<file path="src/rtl/rv32i_mem_port_arbiter_if.sv">
// Bundle of fetch-port, data-port, shared-memory-port and hazard signals
// around the rv32i memory port arbiter. The arbiter takes the slave view;
// the pipeline/memory environment takes the master view.
interface rv32i_mem_port_arbiter_if;
  // fetch stage port
  logic        if_req_i;
  logic [31:0] if_addr_i;
  logic        if_gnt_o;
  logic        if_rvalid_o;
  logic [31:0] if_rdata_o;
  // data stage port
  logic        dm_req_i;
  logic        dm_we_i;
  logic [3:0]  dm_be_i;
  logic [31:0] dm_addr_i;
  logic [31:0] dm_wdata_i;
  logic        dm_gnt_o;
  logic        dm_rvalid_o;
  logic [31:0] dm_rdata_o;
  // shared memory port
  logic        mem_req_o;
  logic        mem_we_o;
  logic [3:0]  mem_be_o;
  logic [31:0] mem_addr_o;
  logic [31:0] mem_wdata_o;
  logic        mem_gnt_i;
  logic        mem_rvalid_i;
  logic [31:0] mem_rdata_i;
  // hazard unit
  logic        flush_i;
  logic        structural_hazard_o;

  modport slave (
    input  if_req_i, if_addr_i,
    output if_gnt_o, if_rvalid_o, if_rdata_o,
    input  dm_req_i, dm_we_i, dm_be_i, dm_addr_i, dm_wdata_i,
    output dm_gnt_o, dm_rvalid_o, dm_rdata_o,
    output mem_req_o, mem_we_o, mem_be_o, mem_addr_o, mem_wdata_o,
    input  mem_gnt_i, mem_rvalid_i, mem_rdata_i,
    input  flush_i,
    output structural_hazard_o
  );

  modport master (
    output if_req_i, if_addr_i,
    input  if_gnt_o, if_rvalid_o, if_rdata_o,
    output dm_req_i, dm_we_i, dm_be_i, dm_addr_i, dm_wdata_i,
    input  dm_gnt_o, dm_rvalid_o, dm_rdata_o,
    input  mem_req_o, mem_we_o, mem_be_o, mem_addr_o, mem_wdata_o,
    output mem_gnt_i, mem_rvalid_i, mem_rdata_i,
    output flush_i,
    input  structural_hazard_o
  );
endinterface

</file>
<file path="src/rtl/rv32i_mem_port_arbiter.sv">
// Arbiter sharing one memory port between the fetch and data stages of an
// rv32i pipeline. One transaction is outstanding at a time. Data wins a
// contested cycle unless fetch has lost STARVE_LIMIT contested rounds in a
// row. The request toward memory is raised in the same cycle the requester
// asks, so the memory-side request and attributes are combinational from
// the state and the requester inputs, and are forced low while in reset.
module rv32i_mem_port_arbiter #(
  parameter int unsigned STARVE_LIMIT = 4
) (
  input logic                     clk_i,
  input logic                     rst_ni,
  rv32i_mem_port_arbiter_if.slave bus
);

  typedef enum logic [1:0] {
    ST_IDLE = 2'b00,
    ST_REQ  = 2'b01,
    ST_RESP = 2'b10
  } state_e;

  localparam logic [3:0] LIMIT_C = 4'(STARVE_LIMIT);

  state_e      state_r;
  logic        owner_data_r;   // 1: data stage owns the port, 0: fetch
  logic [3:0]  starve_r;
  logic        drop_r;

  logic        any_req_s;
  logic        pick_data_s;
  logic        sel_data_s;
  logic        mem_req_raw_s;
  logic        mem_req_s;
  logic        gnt_s;
  logic        rsp_s;
  logic        fetch_busy_s;
  logic        drop_now_s;

  // Arbitration decision and memory-request qualification for this cycle
  always_comb begin
    any_req_s     = bus.if_req_i | bus.dm_req_i;
    pick_data_s   = bus.dm_req_i & ~(bus.if_req_i & (starve_r == LIMIT_C));
    sel_data_s    = owner_data_r;
    mem_req_raw_s = 1'b0;
    case (state_r)
      ST_IDLE: begin
        sel_data_s    = pick_data_s;
        mem_req_raw_s = any_req_s;
      end
      ST_REQ: begin
        sel_data_s    = owner_data_r;
        mem_req_raw_s = 1'b1;
      end
      ST_RESP: begin
        sel_data_s    = owner_data_r;
        mem_req_raw_s = 1'b0;
      end
      default: begin
        sel_data_s    = owner_data_r;
        mem_req_raw_s = 1'b0;
      end
    endcase
    mem_req_s    = rst_ni & mem_req_raw_s;
    gnt_s        = mem_req_s & bus.mem_gnt_i;
    rsp_s        = rst_ni & (state_r == ST_RESP) & bus.mem_rvalid_i;
    fetch_busy_s = ~owner_data_r & ((state_r == ST_REQ) | (state_r == ST_RESP));
    // a flush landing on the response cycle itself also hides that response
    drop_now_s   = drop_r | (bus.flush_i & fetch_busy_s);
  end

  assign bus.mem_req_o   = mem_req_s;
  assign bus.mem_we_o    = mem_req_s & sel_data_s & bus.dm_we_i;
  assign bus.mem_be_o    = mem_req_s ? (sel_data_s ? bus.dm_be_i : 4'hF) : 4'h0;
  assign bus.mem_addr_o  = mem_req_s ? (sel_data_s ? bus.dm_addr_i : bus.if_addr_i) : 32'h0;
  assign bus.mem_wdata_o = (mem_req_s & sel_data_s) ? bus.dm_wdata_i : 32'h0;

  assign bus.if_gnt_o    = gnt_s & ~sel_data_s;
  assign bus.dm_gnt_o    = gnt_s & sel_data_s;
  assign bus.if_rvalid_o = rsp_s & ~owner_data_r & ~drop_now_s;
  assign bus.dm_rvalid_o = rsp_s & owner_data_r;
  assign bus.if_rdata_o  = bus.if_rvalid_o ? bus.mem_rdata_i : 32'h0;
  assign bus.dm_rdata_o  = bus.dm_rvalid_o ? bus.mem_rdata_i : 32'h0;

  // the data stage is stalled from its request up to (not including) its response cycle
  assign bus.structural_hazard_o = rst_ni & bus.dm_req_i & ~(rsp_s & owner_data_r);

  // Transaction FSM, owner latch, fetch starvation counter and flush drop flag
  always_ff @(posedge clk_i or negedge rst_ni) begin
    if (!rst_ni) begin
      state_r      <= ST_IDLE;
      owner_data_r <= 1'b0;
      starve_r     <= 4'd0;
      drop_r       <= 1'b0;
    end else begin
      case (state_r)
        ST_IDLE: begin
          if (any_req_s) begin
            owner_data_r <= pick_data_s;
            state_r      <= bus.mem_gnt_i ? ST_RESP : ST_REQ;
            if (pick_data_s) begin
              if (bus.if_req_i && (starve_r < LIMIT_C)) begin
                starve_r <= starve_r + 4'd1;
              end
            end else begin
              starve_r <= 4'd0;
            end
          end
        end
        ST_REQ: begin
          if (bus.mem_gnt_i) begin
            state_r <= ST_RESP;
          end
          if (fetch_busy_s && bus.flush_i) begin
            drop_r <= 1'b1;
          end
        end
        ST_RESP: begin
          if (bus.mem_rvalid_i) begin
            state_r <= ST_IDLE;
            drop_r  <= 1'b0;
          end else if (fetch_busy_s && bus.flush_i) begin
            drop_r <= 1'b1;
          end
        end
        default: begin
          state_r <= ST_IDLE;
          drop_r  <= 1'b0;
        end
      endcase
    end
  end

endmodule

</file>
<file path="src/flat_wrapper.sv">
// flat-port wrapper written by rule: the top's interface ports become plain ports
module rv32i_mem_port_arbiter_flat 
#(
  parameter int unsigned STARVE_LIMIT = 4
)
  (clk_i, rst_ni, bus_if_req_i, bus_if_addr_i, bus_if_gnt_o, bus_if_rvalid_o, bus_if_rdata_o, bus_dm_req_i, bus_dm_we_i, bus_dm_be_i, bus_dm_addr_i, bus_dm_wdata_i, bus_dm_gnt_o, bus_dm_rvalid_o, bus_dm_rdata_o, bus_mem_req_o, bus_mem_we_o, bus_mem_be_o, bus_mem_addr_o, bus_mem_wdata_o, bus_mem_gnt_i, bus_mem_rvalid_i, bus_mem_rdata_i, bus_flush_i, bus_structural_hazard_o);
  rv32i_mem_port_arbiter_if bus_i ();
  input logic clk_i;
  input logic rst_ni;
  input wire logic [$bits(bus_i.if_req_i)-1:0] bus_if_req_i;
  input wire logic [$bits(bus_i.if_addr_i)-1:0] bus_if_addr_i;
  output wire logic [$bits(bus_i.if_gnt_o)-1:0] bus_if_gnt_o;
  output wire logic [$bits(bus_i.if_rvalid_o)-1:0] bus_if_rvalid_o;
  output wire logic [$bits(bus_i.if_rdata_o)-1:0] bus_if_rdata_o;
  input wire logic [$bits(bus_i.dm_req_i)-1:0] bus_dm_req_i;
  input wire logic [$bits(bus_i.dm_we_i)-1:0] bus_dm_we_i;
  input wire logic [$bits(bus_i.dm_be_i)-1:0] bus_dm_be_i;
  input wire logic [$bits(bus_i.dm_addr_i)-1:0] bus_dm_addr_i;
  input wire logic [$bits(bus_i.dm_wdata_i)-1:0] bus_dm_wdata_i;
  output wire logic [$bits(bus_i.dm_gnt_o)-1:0] bus_dm_gnt_o;
  output wire logic [$bits(bus_i.dm_rvalid_o)-1:0] bus_dm_rvalid_o;
  output wire logic [$bits(bus_i.dm_rdata_o)-1:0] bus_dm_rdata_o;
  output wire logic [$bits(bus_i.mem_req_o)-1:0] bus_mem_req_o;
  output wire logic [$bits(bus_i.mem_we_o)-1:0] bus_mem_we_o;
  output wire logic [$bits(bus_i.mem_be_o)-1:0] bus_mem_be_o;
  output wire logic [$bits(bus_i.mem_addr_o)-1:0] bus_mem_addr_o;
  output wire logic [$bits(bus_i.mem_wdata_o)-1:0] bus_mem_wdata_o;
  input wire logic [$bits(bus_i.mem_gnt_i)-1:0] bus_mem_gnt_i;
  input wire logic [$bits(bus_i.mem_rvalid_i)-1:0] bus_mem_rvalid_i;
  input wire logic [$bits(bus_i.mem_rdata_i)-1:0] bus_mem_rdata_i;
  input wire logic [$bits(bus_i.flush_i)-1:0] bus_flush_i;
  output wire logic [$bits(bus_i.structural_hazard_o)-1:0] bus_structural_hazard_o;
  assign bus_i.if_req_i = bus_if_req_i;
  assign bus_i.if_addr_i = bus_if_addr_i;
  assign bus_if_gnt_o = bus_i.if_gnt_o;
  assign bus_if_rvalid_o = bus_i.if_rvalid_o;
  assign bus_if_rdata_o = bus_i.if_rdata_o;
  assign bus_i.dm_req_i = bus_dm_req_i;
  assign bus_i.dm_we_i = bus_dm_we_i;
  assign bus_i.dm_be_i = bus_dm_be_i;
  assign bus_i.dm_addr_i = bus_dm_addr_i;
  assign bus_i.dm_wdata_i = bus_dm_wdata_i;
  assign bus_dm_gnt_o = bus_i.dm_gnt_o;
  assign bus_dm_rvalid_o = bus_i.dm_rvalid_o;
  assign bus_dm_rdata_o = bus_i.dm_rdata_o;
  assign bus_mem_req_o = bus_i.mem_req_o;
  assign bus_mem_we_o = bus_i.mem_we_o;
  assign bus_mem_be_o = bus_i.mem_be_o;
  assign bus_mem_addr_o = bus_i.mem_addr_o;
  assign bus_mem_wdata_o = bus_i.mem_wdata_o;
  assign bus_i.mem_gnt_i = bus_mem_gnt_i;
  assign bus_i.mem_rvalid_i = bus_mem_rvalid_i;
  assign bus_i.mem_rdata_i = bus_mem_rdata_i;
  assign bus_i.flush_i = bus_flush_i;
  assign bus_structural_hazard_o = bus_i.structural_hazard_o;
  rv32i_mem_port_arbiter #(.STARVE_LIMIT(STARVE_LIMIT)) u_core (.clk_i(clk_i), .rst_ni(rst_ni), .bus(bus_i));
endmodule
</file>
<file path="config.mk">
export PLATFORM = sky130hd
export DESIGN_NAME = rv32i_mem_port_arbiter_flat
export DESIGN_NICKNAME = d
export VERILOG_FILES = /design/src/rtl/rv32i_mem_port_arbiter_if.sv /design/src/rtl/rv32i_mem_port_arbiter.sv /design/src/flat_wrapper.sv
export SDC_FILE = /design/constraint.sdc
export NUM_CORES = 1
export LEC_CHECK = 0
export ABC_AREA = 1
export CELL_PAD_IN_SITES_DETAIL_PLACEMENT = 1
export CELL_PAD_IN_SITES_GLOBAL_PLACEMENT = 1
export CORE_ASPECT_RATIO = 0.9
export CORE_MARGIN = 2
export CORE_UTILIZATION = 15
export DETAILED_ROUTE_END_ITERATION = 8
export PLACE_DENSITY = 0.92
export SYNTH_ARGS = -nofsm -noshare
export SYNTH_HDL_FRONTEND = slang
export SYNTH_SLANG_ARGS = --single-unit
</file>
<file path="constraint.sdc">
create_clock -name clk_i -period 3.6 [get_ports clk_i]
set_input_delay 0.36 -clock clk_i [delete_from_list [all_inputs] [get_ports clk_i]]
set_output_delay 0.36 -clock clk_i [all_outputs]
set_load 0.01 [all_outputs]
</file>
==> impl_summary.log <==
INFO  metric yosysTopAreaCellShare = 20.4%
INFO  metric cells_on_worst_reg2reg_path = 10
INFO  metric grt_overflow = 0
INFO  metric io_pins = 279
INFO  metric port_buffers = 278
INFO  metric layout.filler_cells = 1,735
INFO  metric worst_hold_path_type = in2async
INFO  metric post_dp_cell_area = 4980 µm²
INFO  metric number_of_buffers_inserted_to_repair_setup_after_cts = 0
INFO  metric global_route.usage.total = 14.9%
INFO  metric initial_core_utilization = 15.4%
INFO  metric area.growth.synth_to_final = 143%
INFO  metric post_route_cell_area = 5050 µm²
INFO  metric power-per-cell-area = 386 nW/µm²
INFO  metric tritoncts = yes
INFO  metric vdd_drop_max = 0.000263 V
INFO  metric post-dp-hpwl = 9850 µm
INFO  metric rsz0062_at_grt = no
INFO  metric startpoint = bus_if_req_i
INFO  metric placeableCoreArea = 13,500 µm²
INFO  metric wire_length_of_the_first_global_routing_pass = 17,800 µm
INFO  metric syn_avg_cell_area = 4.76 µm²
INFO  metric number_of_antenna_violations_at_the_first_check_in_global_routing = 1
INFO  metric slew-limit-headroom = 35.8%
INFO  metric post_synth_instance_area = 2080 µm²
INFO  metric finalMaxSlewViolations = 0
INFO  metric fin_skew = 0.00369 ns
INFO  metric critical_path.reg2reg.endpoint = u_core.starve_r[0]
INFO  metric routed_wl = 12,000 µm
INFO  metric synthesis.nets = 582
INFO  metric start_kind = input pin
INFO  metric antennaDiodeCount = 0
INFO  metric drt-initial-drc-count = 122
INFO  metric clk_transition_reported_paths = 0.04 ns
INFO  metric dr.pass1.iters = 4
INFO  metric multi_input_area = 1300 µm²
INFO  metric cellInternalPower = 0.00101 W
INFO  metric clock_latency_on_the_worst_skew_pair = 0.24 ns
INFO  metric power_frac_comb = 83.3%
INFO  metric switching_share = 48.0%
INFO  metric floorplan.die.height = 116 µm
INFO  metric maximum_number_of_pins_on_one_net_before_global_route_repair = 67
INFO  metric post_drt_wl_per_cell = 13.9 µm
INFO  metric critical_path_rt = 3.24 ns
INFO  metric rr_startpoint = u_core.starve_r[0]
INFO  metric area.sequential = 200 µm²
INFO  metric final.setup.tns = 0 ns
INFO  metric netlist_top_cells_area = sky130_fd_sc_hd__inv_1 (20%), sky130_fd_sc_hd__nor2_1 (19%), sky130_fd_sc_hd__dfrtp_1 (9.6%)
INFO  metric clock_tree.root_cell = sky130_fd_sc_hd__clkbuf_16
INFO  metric grt_pass1_vias = 3,598
INFO  metric synth_seq_cells = 8
INFO  metric post_cts_resized = 0
INFO  metric post_route_total_power = 0.00195 W
INFO  metric power.clock.fraction = 9.8%
INFO  metric route.detailed.vias_per_inst = 4.10
INFO  metric tritoncts_num_sinks = 8
INFO  metric global_route_hottest_layer = met2
INFO  metric via_count = 3,542
INFO  metric grt_util_met2 = 29.0%
INFO  metric yosys_warnings = 0
INFO  metric worst_pin_slew = 0.962 ns
INFO  metric nets_finish = 842
INFO  metric biggest_area_consumer_among_synthesized_cells = sky130_fd_sc_hd__inv_1
INFO  metric regToRegSetupSlack = 1.72 ns
INFO  metric fmaxAchievable = 333 MHz
INFO  metric layout-drive-gt1-share = 2.59%
INFO  metric criticalPathCategory = in2out
INFO  metric cts_made_buffers = 3
INFO  metric data_arrival_critical_path = 2.64 ns
INFO  metric seqPwrFrac = 7.0%
INFO  metric netlist_instances = 437
INFO  metric gr-usage-met1 = 15.7%
INFO  metric ys_seq_area_share = 9.63%
INFO  metric leakage = 2.38 nW
INFO  metric clockBufferDepth = 2
INFO  metric fin_crit = 3.00 ns
INFO  metric synth_cell_types = 23
INFO  metric chipWidth = 128 µm
INFO  metric timing.critical_path.to_type = output port
INFO  metric worstPathMaxFanout = 66
INFO  metric status = complete, no violations
INFO  metric die_area = 14,800 µm²
INFO  metric setup_viol = 0
INFO  metric postRouteAntennaNets = 0
INFO  metric crit_path_end = bus_mem_addr_o[20]
INFO  metric finalHoldViolations = 0
INFO  metric drc_errors = 0
INFO  metric std_cell_rows = 40
INFO  metric max_cap_viol_count = 0
INFO  metric globalRouteMet3Util = 5.96%
INFO  metric timing.final.crit_share = 83.5%
INFO  metric cts.hold.buffers_added = 0
INFO  metric finalHoldWorstSlack = 0.480 ns
INFO  metric p_switching = 0.000936 W
INFO  metric routabilityCongestion = 0.775
INFO  metric clock_tree.htree_level_count = 1
## final cells by class
type	count	share of cell area, %
well taps	168	4.16
multi-input cells	284	25.7
flip-flops and latches	8	3.96
clock buffers	3	1.49
inverters	116	8.67
repair buffers	284	56.0
## kinds of logic (layout without fill, tap and decap cells)
logic type / Yosys count / in the layout / share of synthesized area, %
compound gates: 43 / 43 / 11.0
simple gates: 235 / 235 / 48.0
flops: 8 / 8 / 9.63
fa+ha+maj: 5 / 5 / 3.01
xor+xnor: 1 / 1 / 0.422
buf+inv: 145 / 403 / 27.9
## metrics by stage
stage / std cells / util (%) / worst slack [ns]
6_report: 863 / 37.5 / 0.595
5_1_grt: 863 / 37.5 / 0.359
4_1_cts: 863 / 37.5 / 0.578
3_5_place_dp: 860 / 37.0 / 0.592
3_3_place_gp: 860 / 37.0 / 0.642
2_1_floorplan: 437 / - / 1.75
## worst max-delay path, stage by stage
cell and delay (ns):
sky130_fd_sc_hd__clkdlybuf4s50_1 0.52, sky130_fd_sc_hd__inv_2 0.05, sky130_fd_sc_hd__nor2_1 0.08, sky130_fd_sc_hd__nand2_1 0.09, sky130_fd_sc_hd__nand3_2 0.08, sky130_fd_sc_hd__buf_4 0.53, sky130_fd_sc_hd__a21oi_1 0.17, sky130_fd_sc_hd__nor2_1 0.19
sky130_fd_sc_hd__clkdlybuf4s50_1 0.56
## per-layer routing
| layer | part of all wire, % | wire length (µm) |
|---|---|---|
| met3 | 10 | 1240 |
| met5 | 0.16 | 19 |
| met1 | 38 | 4490 |
| met2 | 52 | 6160 |
| met4 | 0.33 | 40 |
## flip-flops by register name, indices dropped and copies added, names as in the netlist
name / flops
u_core.owner_data_r: 1
u_core.state_r: 2
u_core.drop_r: 1
u_core.starve_r: 4
## power by group through the flow
stage / Combinational [W] / Clock (W) / Sequential [W]
after floorplan: 0.000878 / 0 / 0.000131
after global placement: 0.00162 / 0 / 0.000135
after detailed placement: 0.00164 / 0 / 0.000137
after CTS: 0.00165 / 0.000195 / 0.000136
after global routing: 0.00179 / 0.000202 / 0.000140
final: 0.00162 / 0.000190 / 0.000136
## layout by cell type (no fill, tap or decap), types with 2 or more instances in the layout
| cell | instances |
|---|---|
| sky130_fd_sc_hd__nor2_1 | 105 |
| sky130_fd_sc_hd__inv_1 | 113 |
| sky130_fd_sc_hd__clkdlybuf4s50_1 | 278 |
| sky130_fd_sc_hd__a21oi_1 | 37 |
| sky130_fd_sc_hd__nor3_1 | 34 |
| sky130_fd_sc_hd__buf_4 | 6 |
| sky130_fd_sc_hd__clkbuf_16 | 3 |
| sky130_fd_sc_hd__ha_1 | 5 |
| sky130_fd_sc_hd__inv_2 | 2 |
| sky130_fd_sc_hd__nand4_1 | 2 |
| sky130_fd_sc_hd__o21ai_0 | 4 |
| sky130_fd_sc_hd__dfrtp_1 | 8 |
| sky130_fd_sc_hd__nand3_1 | 37 |
| sky130_fd_sc_hd__nand2_1 | 51 |
| sky130_fd_sc_hd__nand2_2 | 2 |
## how the worst min path moves through the flow
stage,from,to,depth (start not counted)
2_1_floorplan,rst_ni,u_core.drop_r,0
3_3_place_gp,u_core.starve_r[1],u_core.starve_r[1],2
3_5_place_dp,u_core.starve_r[1],u_core.starve_r[1],2
4_1_cts,rst_ni,u_core.drop_r,2
5_1_grt,rst_ni,u_core.starve_r[3],2
6_report,rst_ni,u_core.drop_r,2
## cell usage after synthesis
master and instances:
sky130_fd_sc_hd__buf_2 15, sky130_fd_sc_hd__a21oi_1 37, sky130_fd_sc_hd__dfrtp_1 8, sky130_fd_sc_hd__o21ai_0 4, sky130_fd_sc_hd__nor2_1 105, sky130_fd_sc_hd__inv_1 113, sky130_fd_sc_hd__inv_2 2, sky130_fd_sc_hd__nand3_2 1
sky130_fd_sc_hd__clkbuf_1 10, sky130_fd_sc_hd__nor2_2 1, sky130_fd_sc_hd__nor2_4 1, sky130_fd_sc_hd__o21ai_4 1, sky130_fd_sc_hd__nand2_1 52, sky130_fd_sc_hd__nand3_1 37, sky130_fd_sc_hd__buf_4 4, sky130_fd_sc_hd__nor3_1 34
sky130_fd_sc_hd__and2_1 1, sky130_fd_sc_hd__inv_4 1, sky130_fd_sc_hd__nand4_1 2, sky130_fd_sc_hd__nand2_2 1, sky130_fd_sc_hd__xor2_1 1, sky130_fd_sc_hd__o211ai_1 1, sky130_fd_sc_hd__ha_1 5
(Power assumes the default switching activity.)
